--- src/rtl/serial_flow_adder.sv ---
// rtl/serial_flow_adder.sv - multi-lane LSB-first bit-serial adder with word framing and overflow flags
// Words are framed by in_first; each lane adds its own operand pair with a private carry.
module serial_flow_adder #(
  parameter int LANES  = 2,
  parameter int WORD_W = 8,
  parameter int SIGNED = 0
) (
  input  logic             clock,
  input  logic             reset,
  input  logic             in_valid,
  input  logic             in_first,
  input  logic [LANES-1:0] line1,
  input  logic [LANES-1:0] line2,
  output logic [LANES-1:0] outp,
  output logic             out_valid,
  output logic             out_last,
  output logic [LANES-1:0] overflw,
  output logic             word_err
);

  localparam int CW = $clog2(WORD_W + 1);
  localparam logic [CW-1:0] LAST_IDX = CW'(WORD_W - 1);

  localparam logic [0:0] IDLE = 1'b0;
  localparam logic [0:0] RUN  = 1'b1;

  logic [0:0]       state;
  logic [CW-1:0]    cnt;
  logic [LANES-1:0] carry;

  logic             accept;
  logic             last_bit;
  logic             frame_err;
  logic [CW-1:0]    idx;
  logic [LANES-1:0] cin;
  logic [LANES-1:0] sum_bit;
  logic [LANES-1:0] cout;

  // A new in_first always restarts at index 0 with a clean carry, even mid-word.
  always_comb begin
    accept    = in_valid && ((state == RUN) || in_first);
    idx       = in_first ? '0 : cnt;
    cin       = in_first ? '0 : carry;
    last_bit  = accept && (idx == LAST_IDX);
    frame_err = in_valid && ((in_first && (state == RUN)) || (!in_first && (state == IDLE)));
    sum_bit   = line1 ^ line2 ^ cin;
    cout      = (line1 & line2) | (line1 & cin) | (line2 & cin);
  end

  always_ff @(posedge clock or negedge reset) begin
    if (!reset) begin
      state     <= IDLE;
      cnt       <= '0;
      carry     <= '0;
      outp      <= '0;
      out_valid <= 1'b0;
      out_last  <= 1'b0;
      overflw   <= '0;
      word_err  <= 1'b0;
    end else begin
      out_valid <= accept;
      out_last  <= last_bit;
      word_err  <= frame_err;
      if (accept) begin
        outp <= sum_bit;
        if (last_bit) begin
          state   <= IDLE;
          cnt     <= '0;
          carry   <= '0;
          // Signed overflow is the carry into the sign bit differing from the carry out.
          overflw <= (SIGNED != 0) ? (cin ^ cout) : cout;
        end else begin
          state <= RUN;
          cnt   <= idx + CW'(1);
          carry <= cout;
        end
      end
    end
  end

endmodule

--- config.mk ---
export PLATFORM = sky130hd
export DESIGN_NAME = serial_flow_adder
export DESIGN_NICKNAME = d
export VERILOG_FILES = /design/src/rtl/serial_flow_adder.sv
export SDC_FILE = /design/constraint.sdc
export NUM_CORES = 1
export LEC_CHECK = 0
export CORE_AREA = 2 2 39 41
export DETAILED_ROUTE_END_ITERATION = 7
export DIE_AREA = 0 0 41 43
export PLACE_DENSITY = 0.77
export RECOVER_POWER = 25
export SLEW_MARGIN = 20
export SYNTH_ARGS = -nofsm -noshare
export SYNTH_HDL_FRONTEND = slang
export SYNTH_SLANG_ARGS = --single-unit
--- constraint.sdc ---
create_clock -name clock -period 3.9 [get_ports clock]
set_clock_uncertainty 0.1 [all_clocks]
set_input_delay 0.78 -clock clock [delete_from_list [all_inputs] [get_ports clock]]
set_output_delay 0.78 -clock clock [all_outputs]
set_load 0.005 [all_outputs]
==> results of run 1 <==
logic make-up after synthesis:
kind of cell	Yosys count	synth area share
fa+ha+maj	3	0.0816
compound gates	13	0.115
flops	14	0.544
buf+inv	11	0.0757
mux	2	0.0311
simple gates	17	0.153
routing by layer:
| layer | vias to the layer above | wire length [microns] | global-route usage |
|---|---|---|---|
| met1 | 199 | 472 | 0.179 |
| met3 | 5 | 47 | 0.0157 |
| met2 | 13 | 447 | 0.216 |
| li1 | 226 | - | - |
| met4 | 0 | 44 | 0.120 |
| met5 | - | 0 | 0 |
final cells by class:
class	instances	area, sq um
repair buffers	14	140
well taps	16	20.0
inverters	9	33.8
fillers	112	558
clock buffers	4	36.3
multi-input cells	35	245
flip-flops and latches	14	350
where the power goes:
group / total [mW] / leakage (nW) / switching [mW] / internal (mW)
logic: 0.0837 / 0.189 / 0.0367 / 0.0470
registers: 0.189 / 0.170 / 0.0189 / 0.170
clock network: 0.104 / 0.0210 / 0.0470 / 0.0568
path summary, 6_finish.rpt:
path	from	to	slack (ns)	depth (start not counted)
setup / recovery	in_first	overflw[0]$_DFFE_PN0P_	1.15	6
hold / removal	outp[1]$_DFFE_PN0P_	outp[1]$_DFFE_PN0P_	0.38	2
setup reg to reg	state$_DFFE_PN0P_	overflw[0]$_DFFE_PN0P_	2.09	5
hold reg to reg	outp[1]$_DFFE_PN0P_	outp[1]$_DFFE_PN0P_	0.38	2
max in group asynchronous	reset	cnt[2]$_DFFE_PN0P_	2.44	1
min in group asynchronous	reset	outp[0]$_DFFE_PN0P_	0.85	1
layout by cell type (no fill, tap or decap):
| cell | count |
|---|---|
| dlygate4sd3_1 | 1 |
| dfrtp_1 | 14 |
| or4_1 | 1 |
| clkbuf_4 | 3 |
| mux2i_1 | 2 |
| ha_1 | 1 |
| inv_1 | 9 |
| o21ai_0 | 6 |
| clkdlybuf4s50_1 | 13 |
| nand2_1 | 9 |
| nor4_4 | 1 |
| clkbuf_8 | 1 |
| a31oi_1 | 1 |
| nor3_1 | 1 |
| a21oi_1 | 3 |
| fa_1 | 2 |
| nand2b_1 | 2 |
| nor2b_1 | 3 |
| o31ai_1 | 2 |
| o21a_1 | 1 |
state kept, by name, indices dropped and copies added, names as in the netlist:
name       count
carry          2
cnt            4
out_last       1
out_valid      1
outp           2
overflw        2
state          1
word_err       1
through the flow:
stage | cells | worst slack (ns) | util
global route | 92 | 1.00 | 0.597
finish | 92 | 1.15 | 0.597
detailed placement | 88 | 0.864 | 0.571
global placement | 88 | 0.923 | 0.571
floorplan | 60 | 1.92 | -
CTS | 92 | 1.14 | 0.597
synth_stat cells (all sizes together):
| master | n | area (sq um) |
|---|---|---|
| nand2 | 9 | 33.8 |
| fa | 2 | 40.0 |
| a31oi | 1 | 6.26 |
| o21ai | 6 | 30.0 |
| mux2i | 2 | 20.0 |
| dfrtp | 14 | 350 |
| a21oi | 3 | 15.0 |
| o21a | 1 | 7.51 |
| inv | 9 | 33.8 |
| nor2b | 3 | 18.8 |
| clkbuf | 1 | 3.75 |
| buf | 1 | 11.3 |
| or4 | 1 | 7.51 |
| nor3 | 1 | 5.00 |
| ha | 1 | 12.5 |
| nand2b | 2 | 12.5 |
| nor4 | 1 | 21.3 |
| o31ai | 2 | 15.0 |
worst min-delay path, cell delays in order, from the launching register on:
cell	delay [ns]
dfrtp_1	0.35
nand2_1	0.04
o21ai_0	0.06
==> results.txt, run 1 <==
The net count of the finished layout is 88. Setup repair after global routing left no endpoint under its margin. The total chip power was 0.376 mW. The critical path goes through clkdlybuf4s50_1 -> inv_1 -> ha_1 -> nand2b_1 -> nor4_4 -> mux2i_1. The achievable frequency is 0.363 GHz, and the total global routing overflow is 0. Routability-driven placement finished with a final weighted congestion of 0.718. In this run the count of I/O pins placed on the die edge is 15. For the worst-skew pair, the clock arrives at the later sink with an insertion delay of 0.28 ns. The flow ran to the end, and the final reports show no timing, DRC or antenna violations. The nature of the critical path endpoint was a register.

The average routed wire per standard cell was 11.0 microns. The number of gates given a new drive strength after cts was 0. The die is 41 microns wide.

For this design the static power due to leakage is 0.380 nW. Number of pins with negative max-slew slack in the final report: 0. Proportion of synthesized chip area in sequential cells: 0.544. The clock-pin transition on the worst setup and hold timing paths is 0.09 ns, and the final worst-path cycle share is 0.706.

For the worst slew margin relative to its limit, the log shows 0.576. Number of buffer and inverter instances along the worst setup path: 2. Dividing total power by cell area gives a power density of 455 nW/um^2.

The share of final-layout standard cells stronger than drive strength 1 was 0.0658. The logs give 1 for the depth of the CTS H-tree and 14 for the clock sink total. Setup violations remaining at the end of the flow were counted as 0.

For this run, the slowest stage of the critical path takes 0.65 ns. The first routing iteration left 4 violations. Detailed-routing iteration count for the pre-antenna-repair pass: 4. CTS root buffer: clkbuf_4. For the global-route usage over all layers, the log shows 0.145. For this block, the via count after detailed routing is 443.

The run gives 0 as the remaining number of nets flagged by the antenna check after routing. The number of global-route vias before repair came out at 446. The placement row count is 14, and the number of register bits inferred by synthesis is 14. The Yosys step of the flow raised 0 warnings. Using the TritonRoute via totals, the vias-per-cell ratio works out to 4.82. For the worst setup path, the data arrival time is 2.87 ns. The run gives 1010 microns as the final routed wirelength across all metal layers.

The family of cells with the greatest summed delay on the critical path is simple AND/OR/NAND/NOR gates. A synthesized cell averages 10.7 sq um. The tools report the pin count of the biggest net entering global routing as 18. The cell count after synthesis came out at 60. The worst path in the final design needs a cycle of 2.75 ns, including I/O delays and setup. The pin slew with the least headroom to its limit was 0.635 ns.

TritonCTS built the clock tree. Worst hold path class: register to register. The worst hold margin was 0.382 ns; the maximum fanout count along the critical path was 17. The logs give 18 for the number of library cell types mapped by synthesis and 790 sq um for the placed instance area.

The max-capacitance violation count is 0, and the full die area is 1760 sq um. Largest vdd supply drop: 204 uV. The HPWL after detailed placement is 741 microns.

Adding up every negative setup slack in the final design gives 0 ns. Hold repair after CTS inserted 0 buffers. The critical path is of the input port to register type.

The required time of the critical path is 4.01 ns, and the mapped cell area is 644 sq um. After clock tree synthesis, the setup repair step added 0 buffers. From synthesis to final layout, the design area changed by 28.2%.

The repair_antennas step left the layout with diodes totalling 0. The buffer levels on the longest clock path was 2. The die is 43 microns tall.

The tools report the initial antenna violation count as 0. The total clock buffers created by CTS is 3. The region available for standard cell placement spans 1380 sq um.

The cell area after layout is 826 sq um, and the first-pass GRT wire length is 1720 microns. The effective utilization at floorplan was 0.466. The worst setup path is launched from an input port. The slowest stage of the critical path belongs to the cell clkdlybuf4s50_1. The number of nets handed over by synthesis was 71.

The final hold violation count came out at 0. The remaining design rule violation count was 0. Input and output buffers added on the ports amount to 14.
No activity file was read; power rests on OpenSTA's default activity.
==> run 2: changes to the inputs <==
Settings changed: CORE_AREA 2 2 39 41 to unset, CORE_UTILIZATION set to 46, DIE_AREA 0 0 41 43 to unset, PLACE_DENSITY 0.77 to 0.73.
Clock period 3.9 ns to 2.73 ns, I/O delays scaled along.
==> results.txt, run 2 (synthesis results as in run 1) <==
The run gives 1810 microns (+5.6%) as the first-pass GRT wire length. For the placed instance area, the log shows 803 sq um (+1.7%). The tools report the total clock buffers created by CTS as 3 (unchanged).

Placement row count: 13 (-1). Timing would allow up to 0.466 GHz. The die span in y is 39.4 microns (-8.3%). The worst register-to-register path ends at overflw[0]$_DFFE_PN0P_. Net count reported at finish: 90 (+2.3%). The number of flip-flops in the largest register is 4 (unchanged). The core area is 1300 sq um (-6.0%), and the global placer's final weighted congestion is 0.727 (+1.4%). The clock sink total is 14 (unchanged), and the initial antenna violation count is 0 (unchanged).

The worst setup path endpoint is overflw[0]$_DFFE_PN0P_. The tools report the final-layout setup total negative slack as 0 ns (unchanged). The full die area is 1550 sq um (-12%).

The depth of the CTS H-tree was 1 (unchanged). The global-route usage over all layers was 0.181 (+0.0350). The power per cell area came out at 614 nW/um^2 (+35%).

The tools report the launching point of the worst reg2reg path as state$_DFFE_PN0P_. STA classifies the critical path endpoint as a register. Insertion delay of the later-clocked pin in the worst-skew pair: 0.28 ns (about the same).

TritonCTS built the clock tree. The required time of the critical path was 2.83 ns (-1.18 ns); the cell area after layout was 826 sq um (unchanged). The run finished with clean final reports. The count of antenna diodes in the layout was 0 (unchanged).

Launching instance or port of the critical path: in_first. The data arrival time at the worst-slack endpoint was 2.24 ns (-0.63 ns). The most common library cell in the layout ignoring fill and taps is dfrtp_1. Number of buffer cells added on primary ports: 14 (unchanged). The number of cell instances on the worst register-to-register path was 5 (unchanged); the number of global-route vias before repair was 418 (-6.3%).

Share of final-layout standard cells stronger than drive strength 1: 0.0779 (+0.0121). The starting DRC count in detailed routing came out at 11 (+7). Setup repair after global routing left no endpoint under its margin. The count of hold-fix buffers inserted at cts came out at 0 (unchanged).

The detailed-routing iteration count for the pre-antenna-repair pass is 4 (unchanged), and the worst slack at placement is 0.270 ns (-0.594 ns). The sort of element at the start of the critical path is an input port. The area growth from synthesis to final layout was 28.2% (unchanged); the total of endpoints with negative setup slack in the final report was 0 (unchanged). The tools report the max-capacitance violation count as 0 (unchanged). The buffer levels on the longest clock path was 2 (unchanged). The clock-pin transition on the worst setup and hold timing paths works out to 0.07 ns (-0.02 ns).

For the remaining number of nets flagged by the antenna check after routing, the log shows 0 (unchanged). Per-cell via count in the routed design: 5.02 (+4.3%). The worst setup path is of the input port to register kind. The final routed wirelength across all metal layers is 1080 microns (+7.2%), and the average routed wire per standard cell is 11.8 microns (+7.2%). Largest vdd supply drop: 385 uV (+88%). The run gives 805 microns (+8.6%) as the detailed placement HPWL.

The tools report the remaining design rule violation count as 0 (unchanged). The register-to-register path setup slack is 1.06 ns (-1.03 ns). The leakage component of the power was 0.383 nW (+0.63%). The CTS root buffer was clkbuf_4. The register with the most flip-flops in the final layout is cnt. The total setup buffers inserted after CTS is 0 (unchanged), and the pin count of the biggest net entering global routing is 15 (-3). The delay of the slowest critical-path stage came out at 0.49 ns (-0.16 ns). The pin slew with the least headroom to its limit was 0.618 ns (-0.0165 ns); the effective utilization at floorplan was 0.495 (+0.0296). The routed design could run at a clock period as short as 2.15 ns. The worst slew margin relative to its limit was 0.587 (+0.0110); the final hold violation count was 0 (unchanged). Total via count in the routed design: 462 (+4.3%). The run gives 15 (unchanged) as the number of primary I/O pins. Walking the worst path, the cells encountered are clkdlybuf4s50_1 -> inv_1 -> ha_1 -> nand2b_1 -> nor4_4 -> mux2i_1. The final worst-path cycle share came out at 0.786. Critical path's slowest cell: clkdlybuf4s50_1. In the layout the commonest cells are dfrtp_1, clkdlybuf4s50_1, inv_1, nand2_1, o21ai_0. The run gives 0 (unchanged) as the total global routing overflow. Worst hold path class: register to register.

The number of gates given a new drive strength after cts came out at 0 (unchanged). The die outline width is 39.4 microns (-3.8%). The logs give 0.583 ns (-0.563 ns) for the worst path setup slack after routing and 0 (unchanged) for the number of pins with negative max-slew slack in the final report. The maximum fanout count along the critical path is 10 (-7).
run 2: worst min path at each step:
| stage | startpoint | end | slack, ns | depth (start not counted) |
|---|---|---|---|---|
| floorplan | reset | carry[0]$_DFFE_PN0P_ | 0.15 | 0 |
| global placement | outp[0]$_DFFE_PN0P_ | outp[0]$_DFFE_PN0P_ | 0.36 | 2 |
| detailed placement | carry[0]$_DFFE_PN0P_ | carry[0]$_DFFE_PN0P_ | 0.37 | 2 |
| CTS | carry[0]$_DFFE_PN0P_ | carry[0]$_DFFE_PN0P_ | 0.39 | 2 |
| global route | carry[0]$_DFFE_PN0P_ | carry[0]$_DFFE_PN0P_ | 0.40 | 2 |
| finish | carry[0]$_DFFE_PN0P_ | carry[0]$_DFFE_PN0P_ | 0.38 | 2 |
run 2: cell type report:
type                    count  area (sq um)
fillers                   115           475
flip-flops and latches     14           350
multi-input cells          35           245
repair buffers             16           155
inverters                   9          33.8
clock buffers               3          22.5
well taps                  15          18.8
run 2: critical path: cells and delay by family:
kind,cells,cell delay (ns)
adder cells (fa/ha/maj),1,0.19
buffers and inverters,2,0.57
multiplexers,1,0.23
AND/OR/NAND/NOR,2,0.70
run 2: metrics by stage:
| stage | instances | power (mW) | hold slack, ns | utilization |
|---|---|---|---|---|
| after CTS | 92 | 0.512 | 0.386 | 0.635 |
| after floorplan | 60 | 0.329 | 0.150 | - |
| final | 92 | 0.507 | 0.385 | 0.635 |
| after detailed placement | 89 | 0.397 | 0.369 | 0.617 |
| after global routing | 92 | 0.537 | 0.402 | 0.635 |
| after global placement | 89 | 0.395 | 0.361 | 0.617 |
run 2: per-layer routing:
metal  vias up  GRT usage  part of all wire
li1        228          -                 -
met1       211      0.244              0.45
met2        21      0.279              0.47
met3         2     0.0341             0.063
met4         0     0.0776             0.017
met5         -          0                 0
run 2: report_power, final:
part	switching (mW)	internal, mW	leakage [nW]
combinational	0.0540	0.0696	0.199
clock	0.0625	0.0511	0.0138
sequential	0.0275	0.242	0.170
==> run 3: changes to the inputs <==
Clock period 2.73 ns to 2.1 ns, I/O delays scaled along.
==> results.txt, run 3 (synthesis results as in run 1) <==
The data arrival time at the worst-slack endpoint was 1.96 ns (-0.28 ns); the power per cell area was 792 nW/um^2 (+29%). The worst slew margin relative to its limit was 0.590 (+0.00304); the net count reported at finish was 92 (+2.2%). The tools report the global placer's final weighted congestion as 0.771 (+6.0%). The count of antenna diodes in the layout is 0 (unchanged), and the total global routing overflow is 0 (unchanged).

For the finished layout, the period the worst path requires is 1.85 ns. TritonCTS built the clock tree. The largest vdd supply drop came out at 452 uV (+17%). The max-capacitance violation count is 0 (unchanged).

The number of cell instances on the worst register-to-register path works out to 5 (unchanged). In the layout the commonest cells are dfrtp_1, clkdlybuf4s50_1, inv_1, nand2_1, o21ai_0. The core area was 1300 sq um (unchanged); the die outline width was 39.4 microns (unchanged).

The total of endpoints with negative setup slack in the final report is 0 (unchanged). For the number of pins with negative max-slew slack in the final report, the log shows 0 (unchanged). The detailed-routing iteration count for the pre-antenna-repair pass is 4 (unchanged), and the per-cell via count in the routed design is 5.17 (+3.0%). The final worst-path cycle share was 0.881. The share of final-layout standard cells stronger than drive strength 1 works out to 0.101 (+0.0233).

First-pass GRT wire length: 1870 microns (+3.0%). The logs give 15 (unchanged) for the pin count of the biggest net entering global routing and 458 (+9.6%) for the number of global-route vias before repair. The buffer levels on the longest clock path came out at 2 (unchanged). The most common library cell in the layout ignoring fill and taps was dfrtp_1. The tools report the launch instance of the worst min-delay path as outp[0]$_DFFE_PN0P_. STA classifies the critical path endpoint as a register. Relative to the synthesized area, the layout overhead comes to 30.5%. The average routed wire per standard cell came out at 12.8 microns (+8.9%). Setup repair after global routing left no endpoint under its margin. The clock sink total was 14 (unchanged). The flow ran to the end, and the final reports show no timing, DRC or antenna violations.

The cell area after layout was 841 sq um (+1.8%); the number of flip-flops in the largest register was 4 (unchanged). The insertion delay of the later-clocked pin in the worst-skew pair was 0.28 ns (about the same); the worst slack at placement was -0.0648 ns (-0.335 ns). The worst path setup slack after routing was 0.249 ns (-0.334 ns); the full die area was 1550 sq um (unchanged). The tools report the placed instance area as 818 sq um (+1.9%). The run gives 0.666 mW (+31%) as the total chip power. The placement row count is 13 (unchanged), and the pin slew with the least headroom to its limit is 0.614 ns (-0.00455 ns). The filler cell count was 115 (unchanged); the achievable frequency was 0.540 GHz. The final-layout setup total negative slack came out at 0 ns (unchanged). The tools report the effective utilization at floorplan as 0.495 (unchanged).

The number of buffer cells added on primary ports came out at 14 (unchanged). For the leakage component of the power, the log shows 0.392 nW (+2.5%). The most critical setup path has its startpoint at in_first.

The worst register-to-register path begins at state$_DFFE_PN0P_. The tools report the end of the worst hold path as outp[0]$_DFFE_PN0P_. The maximum fanout count along the critical path came out at 4 (-6).

The logs give 0 (unchanged) for the total setup buffers inserted after CTS and 0 (unchanged) for the final hold violation count. The worst hold path cell count is 2 (unchanged), and the remaining design rule violation count is 0 (unchanged). The register-to-register path setup slack came out at 0.55 ns (-0.51 ns).

The register containing the most flip-flops in the final layout is cnt. The total via count in the routed design came out at 486 (+5.2%). The worst register-to-register path ends at overflw[0]$_DFFE_PN0P_. The final routed wirelength across all metal layers was 1210 microns (+11%). STA classifies the critical path startpoint as an input port. The detailed placement HPWL was 899 microns (+12%). The worst setup path is of the input port to register kind.

The die span in y came out at 39.4 microns (unchanged). The run gives 0 (unchanged) as the count of hold-fix buffers inserted at cts. The total clock buffers created by CTS is 3 (unchanged). The global-route usage over all layers is 0.190 (+0.00934).

The cell sitting at the root of the clock tree is a clkbuf_4. For the number of primary I/O pins, the log shows 15 (unchanged). The logs give 0 (unchanged) for the remaining number of nets flagged by the antenna check after routing and 0 (unchanged) for the number of gates given a new drive strength after cts.

Final design utilization: 0.646 (+0.0115). The min-delay analysis places its worst path in the category register to register. Clock-pin transition on the worst setup and hold timing paths: 0.08 ns (about the same). The required time of the critical path was 2.21 ns (-0.62 ns). Initial antenna violation count: 0 (unchanged). The starting DRC count in detailed routing was 15 (+4).

The depth of the CTS H-tree was 1 (unchanged).
==> run 3: changes by cell type in the layout (fill, tap and decap cells not counted) <==
cell,previous run,this run
buf_4,2,4
==> run 3: worst max path at each step <==
stage / slack (ns) / endpoint
global placement: -0.02 / overflw[0]$_DFFE_PN0P_
detailed placement: -0.06 / overflw[0]$_DFFE_PN0P_
CTS: 0.25 / overflw[0]$_DFFE_PN0P_
floorplan: 0.48 / overflw[0]$_DFFE_PN0P_
finish: 0.25 / overflw[0]$_DFFE_PN0P_
global route: 0.16 / overflw[0]$_DFFE_PN0P_
==> run 3: worst max-delay path, stage by stage <==
cell	delay, ns
clkdlybuf4s50_1	0.47
inv_1	0.06
ha_1	0.18
nand2b_1	0.22
nor4_4	0.39
mux2i_1	0.21
==> run 3: final cells by class <==
type | count | area, sq um | area share
flip-flops and latches | 14 | 350 | 0.417
multi-input cells | 35 | 245 | 0.292
repair buffers | 18 | 170 | 0.202
inverters | 9 | 33.8 | 0.0402
clock buffers | 3 | 22.5 | 0.0268
well taps | 15 | 18.8 | 0.0223
==> run 3: layer usage <==
layer / wire (microns) / GRT usage / up-vias
met5: 0 / 0 / -
met4: 24 / 0.103 / 0
met3: 65 / 0.0511 / 2
met2: 586 / 0.311 / 17
met1: 530 / 0.221 / 232
li1: - / - / 235
==> run 3: through the flow <==
| stage | std cells | hold slack (ns) |
|---|---|---|
| 2_1_floorplan | 60 | 0.0244 |
| 3_3_place_gp | 91 | 0.361 |
| 3_5_place_dp | 91 | 0.376 |
| 4_1_cts | 94 | 0.395 |
| 5_1_grt | 94 | 0.410 |
| 6_report | 94 | 0.393 |
==> run 3: report_power, final <==
| part | internal [mW] | switching (mW) | total, mW | leakage (nW) |
|---|---|---|---|---|
| combinational | 0.0924 | 0.0706 | 0.163 | 0.209 |
| sequential | 0.315 | 0.0400 | 0.355 | 0.170 |
| clock | 0.0666 | 0.0817 | 0.148 | 0.0138 |
